[config.mk]
export PLATFORM = sky130hd
export DESIGN_NAME = multicycle_control_fsm
export DESIGN_NICKNAME = d
export VERILOG_FILES = /design/src/rtl/multicycle_control_fsm.sv
export SDC_FILE = /design/constraint.sdc
export NUM_CORES = 1
export LEC_CHECK = 0
export BUFFER_PORTS_ARGS = -buffer_cell sky130_fd_sc_hd__buf_2
export CORE_MARGIN = 5
export CORE_UTILIZATION = 55
export DETAILED_ROUTE_END_ITERATION = 10
export PLACE_DENSITY = 0.82
export SYNTH_ARGS = -nofsm -noshare
export SYNTH_HDL_FRONTEND = slang
export SYNTH_SLANG_ARGS = --single-unit
export TNS_END_PERCENT = 10
[constraint.sdc]
create_clock -name clk -period 3.8 [get_ports clk]
set_input_delay 0.76 -clock clk [delete_from_list [all_inputs] [get_ports clk]]
set_output_delay 0.76 -clock clk [all_outputs]
set_load 0.05 [all_outputs]
[src/rtl/multicycle_control_fsm.sv]
// multicycle_control_fsm: sequenced control for the multicycle datapath (fetch/decode/execute/mem/writeback)
// Define MC_JUMP_EN to decode OP_J into the JUMP state; otherwise OP_J is illegal and encoding 11 is unused.
module multicycle_control_fsm #(
    parameter int                  OPCODE_W = 6,
    parameter int                  CNT_W    = 32,
    parameter logic [OPCODE_W-1:0] OP_RTYPE = 6'h00,
    parameter logic [OPCODE_W-1:0] OP_LW    = 6'h23,
    parameter logic [OPCODE_W-1:0] OP_SW    = 6'h2B,
    parameter logic [OPCODE_W-1:0] OP_BEQ   = 6'h04,
    parameter logic [OPCODE_W-1:0] OP_ADDI  = 6'h08,
    parameter logic [OPCODE_W-1:0] OP_J     = 6'h02
) (
    input  logic                clk,
    input  logic                rst_n,
    input  logic [OPCODE_W-1:0] Opcode,
    input  logic                MemReady,
    output logic                IorD,
    output logic                IRWrite,
    output logic                MemWrite,
    output logic                RegDst,
    output logic                MemtoReg,
    output logic                RegWrite,
    output logic                ALUSrcA,
    output logic                PCWrite,
    output logic                Branch,
    output logic [1:0]          ALUSrcB,
    output logic [1:0]          ALUOp,
    output logic [1:0]          PCSrc,
    output logic                Illegal,
    output logic [3:0]          State,
    output logic [CNT_W-1:0]    RetireCount
);
`ifdef MC_JUMP_EN
    localparam bit JUMP_EN = 1'b1;
`else
    localparam bit JUMP_EN = 1'b0;
`endif
    typedef enum logic [3:0] {
        FETCH   = 4'd0,
        DECODE  = 4'd1,
        MEMADR  = 4'd2,
        MEMRD   = 4'd3,
        MEMWB   = 4'd4,
        MEMWR   = 4'd5,
        EXECUTE = 4'd6,
        ALUWB   = 4'd7,
        BRANCH  = 4'd8,
        ADDIEX  = 4'd9,
        ADDIWB  = 4'd10,
        JUMP    = 4'd11,
        ILLEGAL = 4'd12
    } state_t;
    state_t state, nxt;
    logic   retire, jump_q;
    // next state; writeback/branch/jump states and unused encodings all fall back to FETCH
    always_comb begin
        nxt = FETCH;
        case (state)
            FETCH:   nxt = MemReady ? DECODE : FETCH;
            DECODE:  nxt = (Opcode == OP_LW || Opcode == OP_SW) ? MEMADR :
                           Opcode == OP_RTYPE ? EXECUTE :
                           Opcode == OP_BEQ ? BRANCH :
                           Opcode == OP_ADDI ? ADDIEX :
                           (JUMP_EN && Opcode == OP_J) ? JUMP : ILLEGAL;
            MEMADR:  nxt = Opcode == OP_SW ? MEMWR : MEMRD;
            MEMRD:   nxt = MemReady ? MEMWB : MEMRD;
            MEMWR:   nxt = MemReady ? FETCH : MEMWR;
            EXECUTE: nxt = ALUWB;
            ADDIEX:  nxt = ADDIWB;
            ILLEGAL: nxt = ILLEGAL;
            default: nxt = FETCH;
        endcase
    end
    assign retire = nxt == FETCH &&
                    ((state inside {MEMWB, MEMWR, ALUWB, ADDIWB, BRANCH}) || (JUMP_EN && state == JUMP));
    // state register, retire counter and Moore outputs registered from the upcoming state
    always_ff @(posedge clk or negedge rst_n) begin
        if (!rst_n) begin
            state       <= FETCH;
            RetireCount <= '0;
            IorD        <= 1'b0;
            MemWrite    <= 1'b0;
            RegDst      <= 1'b0;
            MemtoReg    <= 1'b0;
            RegWrite    <= 1'b0;
            ALUSrcA     <= 1'b0;
            Branch      <= 1'b0;
            jump_q      <= 1'b0;
            ALUSrcB     <= 2'b01;
            ALUOp       <= 2'b00;
            PCSrc       <= 2'b00;
            Illegal     <= 1'b0;
        end else begin
            state       <= nxt;
            RetireCount <= RetireCount + CNT_W'(retire);
            IorD        <= nxt == MEMRD || nxt == MEMWR;
            MemWrite    <= nxt == MEMWR;
            RegDst      <= nxt == ALUWB;
            MemtoReg    <= nxt == MEMWB;
            RegWrite    <= nxt inside {MEMWB, ALUWB, ADDIWB};
            ALUSrcA     <= nxt inside {MEMADR, EXECUTE, BRANCH, ADDIEX};
            Branch      <= nxt == BRANCH;
            jump_q      <= JUMP_EN && nxt == JUMP;
            ALUSrcB     <= nxt == FETCH ? 2'b01 : nxt == DECODE ? 2'b11 :
                           (nxt inside {MEMADR, ADDIEX}) ? 2'b10 : 2'b00;
            ALUOp       <= nxt == EXECUTE ? 2'b10 : nxt == BRANCH ? 2'b01 : 2'b00;
            PCSrc       <= nxt == BRANCH ? 2'b01 : (JUMP_EN && nxt == JUMP) ? 2'b10 : 2'b00;
            Illegal     <= nxt == ILLEGAL;
        end
    end
    // fetch strobes follow the memory handshake in the same cycle and are gated off during reset
    assign IRWrite = rst_n && state == FETCH && MemReady;
    assign PCWrite = IRWrite || jump_q;
    assign State   = state;
endmodule
=== Yosys cells after proc, flatten, opt, wreduce, memory -nomap -nowiden ===
Index checks and enable logic that the tools add are counted.
W data, S select, Z words.

* $lt $le $gt $ge: 0
* Div/mod/pow operators: 0
* Shift-type cells: 0
* Multipliers: 0
* $add $sub $neg: 1
* Multiplexer cells: 14
* Reductions and logical operators: 12
* Bitwise operators: 0
* Eq/ne operators: 26

{| class="wikitable"
|+ Operator list
! cell !! number
|-
| $add A32 B1 Y32 || 1
|-
| $eq A4 B3 Y1 const B || 8
|-
| $eq A4 B4 Y1 const B || 8
|-
| $pmux W4 S8 || 1
|-
| $eq A4 B2 Y1 const B || 4
|-
| $mux W3 || 5
|-
| $eq A6 B6 Y1 const B || 2
|-
| $eq A4 B1 Y1 const B || 2
|-
| $logic_not A4 Y1 || 2
|-
| $mux W2 || 4
|-
| $mux W4 || 2
|-
| $eq A6 B3 Y1 const B || 1
|-
| $eq A6 B4 Y1 const B || 1
|-
| $logic_not A6 Y1 || 1
|-
| $reduce_bool A5 Y1 || 1
|-
| $reduce_bool A4 Y1 || 1
|-
| $logic_and A1 B1 Y1 || 3
|-
| $reduce_bool A3 Y1 || 1
|-
| $logic_or A1 B1 Y1 || 2
|-
| $mux W1 || 2
|-
| $reduce_bool A2 Y1 || 1
|}

* Bits in read-only memories: 0
* Memories: 0
* Input port bits: 9
* Word-level logic and storage cells: 66
* Bits in writable memories: 0
* Register bits: 49
* Output and inout bits: 52
* Latch bits: 0

=== Depth between registers and ports, before layout ===
Gate-level depths: netlist (run 1).

* Depth in word-level cells: 11
* Gate-level depth with buffers: 12

=== Worst setup path after synthesis (run 1) ===
Ideal clock, no wire load.

* Path type: flip-flop to output port
* From: register state[2] (netlist: State[2])
* To: output port PCWrite
* Stages on the path, launching flop included: 6
* Arrival: 2.055 ns
* Path slack: 0.985 ns
* Cells stage by stage: dfrtp_1 -> buf_4 -> nor2_1 -> nand2_1 -> nor2_1 -> buf_4

* Word-level cells in the longest chain between the ends: 3

{| class="wikitable"
|+ RTL lines
! element !! line !! RTL
|-
| from (decl) || 53 || <nowiki>state_t state, nxt;</nowiki>
|-
| from (signal assigned) || 94 || <nowiki>state <= nxt;</nowiki>
|-
| $logic_not A4 Y1 || 112 || <nowiki>assign IRWrite = rst_n && state == FETCH && MemReady;</nowiki>
|-
| $logic_and A1 B1 Y1 (2 in series) || 112 ||
|-
| to (decl) || 24 || <nowiki>output logic PCWrite,</nowiki>
|}

Every way passes these cells.

=== Final worst setup path (run 1) ===
* From: register state[0] (netlist: State[0])
* To: register RetireCount[16]

* Word-level cells in the longest chain between the ends: 5
* Elaborated cells between the ends (all ways): 17

{| class="wikitable"
|+ RTL lines
! element !! line !! RTL
|-
| $eq A4 B4 Y1 (tied with other cells) || 58 || <nowiki>case (state)</nowiki>
|-
| $pmux W4 S8 || 58 ||
|-
| $logic_not A4 Y1 || 74 || <nowiki>assign retire = nxt == FETCH &&</nowiki>
|-
| $logic_and A1 B1 Y1 * || 74 ||
|-
| $add A32 B1 Y32 * || 95 || <nowiki>RetireCount <= RetireCount + CNT_W'(retire);</nowiki>
|-
| to (signal assigned) || 95 ||
|-
| to (decl) || 31 || <nowiki>output logic [CNT_W-1:0] RetireCount</nowiki>
|}

Every way passes the cells marked *; elsewhere a longest branch is shown, timed or not.

==> flow_summary_export.csv, run 1 <==
group,metric,value,unit
status,status,"finished clean",
synthesis,ys_dominant_reg_cell,"dfrtp_1",
synthesis,synthDominantCellAreaShare,0.4860,
setup_path,crit_required,4010,ps
synthesis,synth-simple-area-share,0.2766,
route,dr_total_vias,1718,
pwr,peakVddDrop,0.0003764,V
synthesis,synth_top_family_by_area,"simple AND/OR/NAND/NOR gates",
clocking,cts_max_level,2,
synthesis,synthArstFlopShare,1.000,
pwr,switching_share,0.4507,
pwr,total_power,0.001751,W
setup_path,end_kind,"register",
synthesis,synth_area_leaders,"dfrtp_1, xnor2_1, xor2_1",
pwr,p_per_area,623.4,nW/um^2
route,viasPerCell,5.369,
clocking,clockBufferDepth,2,
global_route,grt_pass1_vias,1804,
clocking,postCtsResizedCells,0,
place,dp_hpwl,3.406,mm
synthesis,synth.cell_area,2420,sq um
clocking,insertion_delay,290,ps
cells_and_area,final_common_cell,"buf_2",
route,drt_iter0_markers,82,
cells_and_area,final_cell_mix,"buf_2, dfrtp_1, xnor2_1",
sta,finalCritPeriodShare,0.6977,
cells_and_area,area_delta_synth_final,16.08,%
pwr,leakage,1.388,nW
synthesis,synthAdderAreaFrac,0.01034,
pwr,p_sw,0.0007892,W
global_route,grt_overflow,0,
floorplanning,fp-row-count,24,
sta,slew_headroom,0.4389,
sta,drv_slew,0,
sta,skew,2.232,ps
cells_and_area,nNetsFinal,278,
setup_path,path_cells,"nand2_1 > o21ai_0 > nand3b_1 > o21ai_0 > ha_1 > ha_1 > nand2_1 > or3_4 > nor2_1 > xor2_1",
clocking,cts_made_buffers,5,
synthesis,syn_nets,220,
synthesis,synth_edf_count,0,
setup_path,cp-start-kind,"register",
sta,hold_viol,0,
place,io_buffers,59,
sta,fmax,377.2,MHz
floorplanning,die-width,76.33,microns
synthesis,syn_inst,209,
pwr,clkPwrFrac,0.173,
pwr,seqPwrFrac,0.410,
sta,worstMarginPinSlew,833.9,ps
floorplanning,coreArea,4324,sq um
synthesis,synth_warnings,0,
min_path,hold_path.class,"register to register",
synthesis,ys_seq_area_frac,0.4969,
clocking,clock-sinks,48,
floorplanning,initial_core_util,0.5596,
cells_and_area,drive_gt1_frac,0.3396,
pwr,p_int,0.0009619,W
synthesis,synth.area.mux_share,0.004137,
route,dr.pass1.iters,4,
global_route,antenna_found_initial,0,
setup_path,worst_path_max_delay_cell,"dfrtp_1",
synthesis,yosys_register_bits,48,
sta,fin_setup_tns,0,ps
pwr,pwr-share-comb,0.417,
setup_path,crit_fanout,15,
sta,setup_viol,0,
sta,rsz0062_at_grt,"no",
route,ant_nets,0,
route,wl_per_cell,14.37,microns
synthesis,yosys.cell_types.count,51,
clocking,cts_setup_buffers,0,
floorplanning,fp.dieH,76.33,microns
cells_and_area,diodes,0,
setup_path,arrival,2860,ps
setup_path,crit_type,"register to register",
synthesis,syn_area_per_cell,11.58,sq um
synthesis,synth_compound_area_frac,0.06205,
clocking,path_clk_slew,80,ps
floorplanning,dieArea,5826,sq um
global_route,grt_usage,0.1688,
clocking,cts_tree,"yes",
clocking,clock-root-buffer,"clkbuf_8",
synthesis,synth_top_cell_by_area,"dfrtp_1",
setup_path,slowest_delay,670,ps
sta,period_needed,2651,ps
job,cap_violations,0,
route,drt_wl_total,4.599,mm
place,place_congestion,0.8549,
synthesis,synthXorXnorAreaFrac,0.1122,
floorplanning,num_io_pins,61,
global_route,grt_max_degree,49,
cells_and_area,postLayoutCoreUtil,0.6496,
global_route,grt_pass1_wl,8.245,mm
route,drc,0,
cells_and_area,fill_cells,348,
clocking,hold_buffers,0,
-- power by group through the flow --
stage | combinational (W) | sequential [W] | clock (W)
3_5_place_dp | 0.000735 | 0.000728 | 0
3_3_place_gp | 0.000728 | 0.000725 | 0
6_report | 0.000730 | 0.000719 | 0.000302
4_1_cts | 0.000737 | 0.000718 | 0.000309
2_1_floorplan | 0.000370 | 0.000952 | 0
5_1_grt | 0.000778 | 0.000736 | 0.000339
-- cells in the mapped netlist (2+ instances only) --
cell	instances
a21o_1	2
and2_1	2
and3_1	3
and4_1	5
buf_4	7
dfrtp_1	47
ha_1	2
inv_1	4
nand2_1	18
nand3_1	13
nand3_2	4
nand3b_1	2
nand4_1	4
nand4_2	2
nor2_1	12
nor2_2	2
nor2b_1	5
nor3_2	3
nor4_1	3
nor4_4	2
nor4bb_4	2
o21ai_0	5
or3_1	2
or3_4	2
xnor2_1	21
xor2_1	10
-- worst max-delay path: cells and delay by family, from the launching register on --
family / cells / cell delay (ps)
AND/OR/NAND/NOR: 5 / 970
flip-flops: 1 / 670
adder cells (fa/ha/maj): 2 / 530
AO/OA/AOI/OAI: 2 / 220
XOR/XNOR: 1 / 170
-- area by class of cell --
cell class	count	area, sq um	area share
multi-input cells	147	1130	0.4022
clock buffers	8	90.09	0.03207
repair buffers	60	302.8	0.1078
flip-flops and latches	48	1202	0.4281
inverters	5	18.77	0.006682
well taps	52	65.06	0.02316
-- worst paths after layout --
path	start	endpoint	slack, ps	depth (start not counted)
worst max-delay path	State[0]$_DFF_PN0_	RetireCount[16]$_DFF_PN0_	1150	10
worst max register to register	State[0]$_DFF_PN0_	RetireCount[16]$_DFF_PN0_	1150	10
max in group asynchronous	rst_n	RetireCount[25]$_DFF_PN0_	2800	2
worst min-delay path	RetireCount[31]$_DFF_PN0_	RetireCount[31]$_DFF_PN0_	480	1
min in group asynchronous	rst_n	RetireCount[17]$_DFF_PN0_	600	2
worst min register to register	RetireCount[31]$_DFF_PN0_	RetireCount[31]$_DFF_PN0_	480	1
-- kinds of logic after synthesis --
logic type | Yosys count
XOR/XNOR | 31
multiplexers | 1
buffers and inverters | 14
flip-flops | 48
adder cells (fa/ha/maj) | 2
AND/OR/NAND/NOR | 95
AO/OA/AOI/OAI | 17
other | 1
-- state kept, by name, summed over array words and instances (netlist names), 2 cells and up --
register / flops
ALUOp: 2
ALUSrcB: 2
State: 4
RetireCount: 32
-- metal layers --
metal / GRT usage / up-vias / wire length (microns) / share of wire
met2: 0.2740 / 47 / 2180 / 0.47
li1: - / 843 / - / -
met3: 0.03191 / 11 / 246 / 0.053
met4: 0.08042 / 0 / 114 / 0.025
met5: 0 / - / 0 / 0
met1: 0.2163 / 817 / 2057 / 0.45
-- stage by stage --
| step | hold slack, ps | cells | setup slack, ps | cell area [sq um] |
|---|---|---|---|---|
| finish | 478.9 | 320 | 1149 | 2809 |
| global route | 504.9 | 320 | 901.4 | 2809 |
| CTS | 483.3 | 320 | 1167 | 2809 |
| detailed placement | 468.1 | 312 | 1067 | 2719 |
| global placement | 455.1 | 312 | 1108 | 2719 |
| floorplan | 464.4 | 209 | 985.2 | 2420 |
Note: power is estimated with default switching activity, not from simulation.
==> run 2, diff against run 1 <==
CORE_UTILIZATION = 48   (was 55)
PLACE_DENSITY = 0.76   (was 0.82)
clock period = 2.33 ns   (was 3.8 ns; I/O delays follow)
==> run 2 against run 1 <==
Effect of this change:
- clock power grew 55%
- final area up 4.5%
- final cell count is 8.4% higher
- first-iteration DRC count down 12%
- sequential share of layout area decreased by 1.7 points
- utilization shrank 4.1 points
==> flow_summary_export.csv, run 2 (same netlist as run 1, synthesis figures left out) <==
group,metric,value,unit
floorplanning,initial_core_util,0.5023,
pwr,peakVddDrop,0.0005468,V
route,drc,0,
cells_and_area,area_delta_synth_final,21.25,%
pwr,p_per_area,1012,nW/um^2
sta,slew_headroom,0.6062,
cells_and_area,diodes,0,
setup_path,crit_required,2550,ps
place,place_ws,-32.26,ps
cells_and_area,nNetsFinal,290,
cells_and_area,final_cell_mix,"buf_2, dfrtp_1, xnor2_1",
cells_and_area,final_common_cell,"buf_2",
global_route,grt_max_degree,49,
cells_and_area,fill_cells,423,
route,wl_per_cell,14.55,microns
cells_and_area,postLayoutCoreUtil,0.6091,
floorplanning,fp-row-count,25,
sta,skew,10.75,ps
cells_and_area,regMostFlops,"RetireCount",
floorplanning,dieArea,6561,sq um
setup_path,cp-start-kind,"register",
cells_and_area,drive_gt1_frac,0.3929,
route,drt_iter0_markers,72,
floorplanning,coreArea,4817,sq um
sta,setup_viol,0,
clocking,insertion_delay,290,ps
place,io_buffers,59,
clocking,clockBufferDepth,2,
clocking,cts_made_buffers,5,
clocking,clock-root-buffer,"clkbuf_8",
sta,setup_ws,167.0,ps
route,dr_total_vias,1772,
cells_and_area,layout.cells.non_filler,347,
pwr,leakage,1.443,nW
floorplanning,die-width,81,microns
job,cap_violations,0,
setup_path,crit_fanout,4,
route,drt_wl_total,5.048,mm
clocking,clock-sinks,48,
cells_and_area,largest_register_ffs,32,
clocking,cts_max_level,2,
status,status,"finished clean",
clocking,cts_tree,"yes",
min_path,hold_path.class,"primary input to asynchronous set/reset pin",
floorplanning,num_io_pins,61,
setup_path,crit_type,"register to register",
global_route,grt_overflow,0,
clocking,path_clk_slew,90,ps
sta,hold_viol,0,
global_route,grt_pass1_wl,8.659,mm
route,dr.pass1.iters,4,
place,dp_hpwl,3.826,mm
route,ant_nets,0,
global_route,grt_pass1_vias,1834,
sta,drv_slew,0,
setup_path,end_kind,"register",
sta,period_needed,2163,ps
sta,finalCritPeriodShare,0.9283,
sta,fmax,462.3,MHz
route,viasPerCell,5.107,
place,placed_cells,338,
sta,worstMarginPinSlew,590.7,ps
global_route,antenna_found_initial,0,
setup_path,arrival,2390,ps
clocking,hold_buffers,0,
global_route,grt_usage,0.1694,
place,place_congestion,0.8280,
floorplanning,fp.dieH,81,microns
-- run 2: critical path, stage by stage (launching register included) --
cell and delay (ps):
dfrtp_2 430, nor2b_1 140, o21ai_1 130, nand3b_1 90, o21ai_0 90, ha_2 280, ha_4 180, nand2_1 100
or3_4 400, nor2_2 110, xor2_1 150
-- run 2: path summary, 6_finish.rpt --
| kind | startpoint | endpoint | slack (ps) | cells past startpoint |
|---|---|---|---|---|
| max | State[0]$_DFF_PN0_ | RetireCount[16]$_DFF_PN0_ | 170 | 10 |
| max in group asynchronous | rst_n | State[1]$_DFF_PN0_ | 1590 | 2 |
| min reg2reg | RetireCount[31]$_DFF_PN0_ | RetireCount[31]$_DFF_PN0_ | 470 | 1 |
| min | rst_n | RetireCount[9]$_DFF_PN0_ | 290 | 2 |
| min in group clk | RetireCount[31]$_DFF_PN0_ | RetireCount[31]$_DFF_PN0_ | 470 | 1 |
| max reg2reg | State[0]$_DFF_PN0_ | RetireCount[16]$_DFF_PN0_ | 170 | 10 |
-- run 2: layout make-up --
| type | count | area [sq um] | area share |
|---|---|---|---|
| multi-input cells | 147 | 1152 | 0.3928 |
| repair buffers | 72 | 392.9 | 0.1339 |
| inverters | 5 | 18.77 | 0.006397 |
| clock buffers | 7 | 76.32 | 0.02601 |
| well taps | 67 | 83.83 | 0.02857 |
| flip-flops and latches | 48 | 1205 | 0.4107 |
| clock inverters | 1 | 5.005 | 0.001706 |
-- run 2: per-stage QoR --
| stage | cell area (sq um) | TNS [ps] | hold WS, ps | total power (W) |
|---|---|---|---|---|
| final | 2934 | 0 | 290.3 | 0.002968 |
| after global placement | 2824 | 0 | 454.1 | 0.002451 |
| after floorplan | 2424 | -1453 | 170.4 | 0.002160 |
| after detailed placement | 2824 | -43.54 | 468.1 | 0.002477 |
| after CTS | 2910 | 0 | 328.0 | 0.002971 |
| after global routing | 2934 | -4.346 | 356.4 | 0.003134 |
-- run 2: layer usage --
| layer | track usage | wire length, microns | up-vias | part of all wire |
|---|---|---|---|---|
| met4 | 0.07601 | 61 | 0 | 0.012 |
| met2 | 0.2874 | 2573 | 50 | 0.51 |
| met5 | 0 | 0 | - | 0 |
| met3 | 0.02328 | 276 | 10 | 0.055 |
| li1 | - | - | 861 | - |
| met1 | 0.2144 | 2136 | 851 | 0.42 |
-- run 2: power breakdown --
part           total [W]  leakage [nW]  switching [W]  internal, W
registers        0.00111         0.635       0.000131     0.000976
clock network   0.000469        0.0422       0.000258     0.000211
logic            0.00139         0.765       0.000950     0.000442
-- run 2: repair_timing --
item | CTS | global route
setup buffers | 0 | 1
setup endpoints to repair | 2 | 10
resized for setup | 2 | 6
pin swaps | 0 | 2
